**src/rtl/addr_dec_seq.sv**
```systemverilog
// Descending address sequencer for NTRU-HRSS coefficient walks, using a handshake on addr_valid/addr_ready.
// Define DEC_WRAP_EN for cyclic mode: a count port, modulo-N decrement, and a final transfer chosen by count.
module addr_dec_seq #(
    parameter int WIDTH = 10,
    parameter int N     = 701
) (
    input  logic             clk,
    input  logic             rst_n,
    input  logic             start,
    input  logic [WIDTH-1:0] start_val,
`ifdef DEC_WRAP_EN
    input  logic [WIDTH:0]   count,
`endif
    output logic [WIDTH-1:0] addr,
    output logic             addr_valid,
    input  logic             addr_ready,
    output logic             busy,
    output logic             done
);

    localparam logic [WIDTH-1:0] LAST = WIDTH'(N - 1);
    localparam int               LVLS = $clog2(WIDTH);

    typedef enum logic [1:0] {
        IDLE = 2'd0,
        RUN  = 2'd1,
        DONE = 2'd2
    } state_t;

    state_t           state_q, state_d;
    logic [WIDTH-1:0] addr_q, addr_d;
`ifdef DEC_WRAP_EN
    logic [WIDTH:0]   rem_q, rem_d;
`endif

    // Bit i of a-1 flips exactly when a[i-1:0] is all zero; the Sklansky tree supplies those prefix ORs.
    function automatic logic [WIDTH-1:0] dec_prefix(input logic [WIDTH-1:0] a);
        logic [WIDTH-1:0] p;
        logic [WIDTH-1:0] nxt;
        logic [WIDTH-1:0] r;
        p = a;
        for (int l = 0; l < LVLS; l++) begin
            nxt = p;
            for (int i = 0; i < WIDTH; i++) begin
                if (((i >> l) & 1) == 1) begin
                    nxt[i] = p[i] | p[((i >> l) << l) - 1];
                end
            end
            p = nxt;
        end
        r[0] = ~a[0];
        for (int i = 1; i < WIDTH; i++) begin
            r[i] = a[i] ^ ~p[i-1];
        end
        return r;
    endfunction

    function automatic logic [WIDTH-1:0] clamp_addr(input logic [WIDTH-1:0] v);
        return (v > LAST) ? LAST : v;
    endfunction

    always_comb begin
        state_d = state_q;
        addr_d  = addr_q;
`ifdef DEC_WRAP_EN
        rem_d   = rem_q;
`endif
        case (state_q)
            IDLE: begin
                if (start) begin
                    addr_d = clamp_addr(start_val);
`ifdef DEC_WRAP_EN
                    rem_d   = count;
                    state_d = (count == '0) ? DONE : RUN;
`else
                    state_d = RUN;
`endif
                end
            end
            RUN: begin
                if (addr_ready) begin
`ifdef DEC_WRAP_EN
                    rem_d = rem_q - (WIDTH+1)'(1);
                    if (rem_q == (WIDTH+1)'(1)) begin
                        state_d = DONE;
                    end else begin
                        addr_d = (addr_q == '0) ? LAST : dec_prefix(addr_q);
                    end
`else
                    if (addr_q == '0) begin
                        state_d = DONE;
                    end else begin
                        addr_d = dec_prefix(addr_q);
                    end
`endif
                end
            end
            DONE:    state_d = IDLE;
            default: state_d = IDLE;
        endcase
    end

    always_ff @(posedge clk or negedge rst_n) begin
        if (!rst_n) begin
            state_q <= IDLE;
            addr_q  <= '0;
`ifdef DEC_WRAP_EN
            rem_q   <= '0;
`endif
        end else begin
            state_q <= state_d;
            addr_q  <= addr_d;
`ifdef DEC_WRAP_EN
            rem_q   <= rem_d;
`endif
        end
    end

    // Status outputs decode the state register, so reset clears them without waiting for a clock edge.
    assign addr       = addr_q;
    assign addr_valid = (state_q == RUN);
    assign busy       = (state_q == RUN);
    assign done       = (state_q == DONE);

endmodule

```
**config.mk**
```make
export PLATFORM = sky130hd
export DESIGN_NAME = addr_dec_seq
export DESIGN_NICKNAME = d
export VERILOG_FILES = /design/src/rtl/addr_dec_seq.sv
export SDC_FILE = /design/constraint.sdc
export NUM_CORES = 1
export LEC_CHECK = 0
export BUFFER_PORTS_ARGS = -buffer_cell sky130_fd_sc_hd__buf_2
export CAP_MARGIN = 20
export CORE_ASPECT_RATIO = 1.2
export CORE_UTILIZATION = 49
export CTS_CLUSTER_DIAMETER = 80
export DETAILED_ROUTE_END_ITERATION = 10
export PLACE_DENSITY_LB_ADDON = 0.15
export SLEW_MARGIN = 20
export SYNTH_ARGS = -nofsm -noshare
export SYNTH_HDL_FRONTEND = slang
export SYNTH_SLANG_ARGS = --single-unit
```
**constraint.sdc**
```tcl
create_clock -name clk -period 1.9 [get_ports clk]
set_input_delay 0.095 -clock clk [delete_from_list [all_inputs] [get_ports clk]]
set_output_delay 0.095 -clock clk [all_outputs]
set_load 0.01 [all_outputs]
```
==> metrics <==
clk root buf clkbuf_4; hold crit path type input pin to flop; status completed; Die Area 1840 um2; clk_skew 0.00428 ns; worst reg-to-reg setup slack 0.09 ns; TritonCTS Buffers 3; TritonCTS clock tree built; via/cell ratio 5.77; Tightest Pin Transition 0.461 ns; max-cap violation count 0; Main synth FF type dfrtp_1; clk_lat worst skew 0.28 ns; Mapped Area 820 um2; fin nets 142; Reg2Reg Capture Point addr[9]; hold path start addr_ready; DRT Wirelength 2040 um; minimum period implied by the final worst setup slack 1.81 ns; WP data required 2.06 ns; CP Class flop to flop; Avg Inst Size Synth 8.81 um2; unrepaired setup endpoints after global routing no; mux cell area share after synthesis 5.50%; gpl congestion 0.829; CTS Buffer Depth 2; Routed Antenna Nets 0; Yosys warnings 0; DR vias 808; Async S/R FF share, synth 100%; 1st-pass router iterations 4; Crit. Startpoint addr[0]; fraction of layout cells with a size suffix above 1 35.0%; Critical Path Sink Type flop; initial DRC count 14; most common cell after layout, fill and taps aside buf_2; vias in the first global route 695; Tot GR Track Use 25.0%; slew margin rel. 68.9%; RR Startpoint addr[0]; clock input transition at the sequential cells of the worst setup and hold paths 0.09 ns; Final Hold Vio Count 0; Pwr Total 0.00113 W; flops & latches, synth 12; PortBufs 26; Row Count 15; DRC errors left 0; syn nets 111; final setup violation count 0; CP Data Arrival Time 1.97 ns; dpl hpwl 1490 um; compound-cell area share of the yosys netlist 22.6%; adder-cell share of the synthesized area 6.11%; setup TNS 0 ns; Initial Util 54.6%; fmax 552 MHz; GRT overflow 0; largest net degree at the start of global routing 14; Post-Synth XOR/XNOR Area 0%; Post-Synthesis Cells 93; hold depth 2; CP Max Fanout 5; H-tree level count 1; R2R depth 9; most frequent cells in the layout 26 x buf_2, 12 x a21oi_1, 12 x dfrtp_1; Core Box Area 1500 um2; synth-to-layout area growth 24.6%; Simple-Gate Fraction of Synth Area 22.7%; Die Span X 39.3 um; WL per Instance 14.6 um; largest family of logic cells by synthesized area simple AND/OR/NAND/NOR gates; Worst Hold Endpoint state_q[0]; Cell variety after synth 32; Die Height 46.8 um; peak supply drop 0.616 mV; initial antenna violation count 0; Pwr per Cell Area 1110 nW/um2; EDFF count, synth 0; max-slew violations 0; first-pass GRT wire length 3130 um; Pleak 0.506 nW; Num Clock Sinks 12; # diodes 0; sequential fraction of the synthesis area 36.6%; Ports 27; crit start category flop; final period utilization 95.4%
[worst max-delay path: stages (launching register included)]
cell and delay (ns):
dfrtp_1 0.39, inv_1 0.09, ha_1 0.18, nor3b_4 0.30, nand2_2 0.13, nor2_1 0.11
ha_1 0.16, nor2_1 0.05, o21ai_0 0.19, o21ai_1 0.10
[worst max path at each step]
stage | end | slack (ns) | cells after the start
floorplan | addr[8] | 0.14 | 7
global placement | addr[9] | 0.21 | 9
global route | addr[9] | 0.03 | 9
CTS | addr[9] | 0.09 | 9
detailed placement | addr[9] | 0.12 | 9
finish | addr[9] | 0.09 | 9
[synth_stat cells, drive strengths merged (2+ instances only)]
cell    instances  area, um2
a21oi          12       60.1
a31oi           3       18.8
buf             2       18.8
clkbuf          2       7.51
dfrtp          12        300
ha              4       50.1
inv             7       26.3
mux2i           3       30.0
nand2           5       18.8
nand2b          4       25.0
nand3           4       25.0
nor2            7       28.8
nor3            3       20.0
nor3b           2       26.3
o211ai          2       15.0
o21ai          11       55.1
[power by group]
group	switching [W]	internal (W)
clock	0.0000970	0.000117
sequential	0.000107	0.000340
combinational	0.000256	0.000216
total	0.000460	0.000672
[through the flow]
stage	cell area, um2	setup WS, ns	cells	utilization, %	hold slack (ns)
finish	1020	0.0869	140	68.0	0.0361
global route	1020	0.0319	140	68.0	0.0633
floorplan	820	0.137	93	-	-0.201
detailed placement	960	0.121	134	63.9	-0.0105
global placement	960	0.209	134	63.9	-0.0139
CTS	1010	0.0916	139	67.0	0.0470
[per-layer routing]
layer  up-vias  track usage [%]  share of wire [%]  wire length [um]
li1        392                -                  -                 -
met1       381             32.9                 43               887
met2        31             40.0                 51              1030
met3         4             3.32                4.7                95
met4         0             12.4                1.3                26
met5         -                0                  0                 0
[flip-flops by register name, indices dropped and copies added (netlist names)]
signal   count
state_q      2
addr        10
[area by class of cell]
type	count	area [um2]
clock buffer	4	36.3
fill	139	480
inverter	7	26.3
multi-input combinational	70	474
sequential	12	300
tap	17	21.3
timing repair buffer	30	163
[cells by family after synthesis]
logic type / Yosys count
compound gates: 32
simple gates: 30
flops: 12
buf+inv: 11
mux: 4
fa+ha+maj: 4
[what timing repair did]
action,in CTS,in global routing
setup buffers,0,1
endpoints found under the setup margin,0,2
hold buffers,1,0
gates resized for setup,0,2
hold endpoints to repair,12,0
Power figures use the tool's default switching activity.
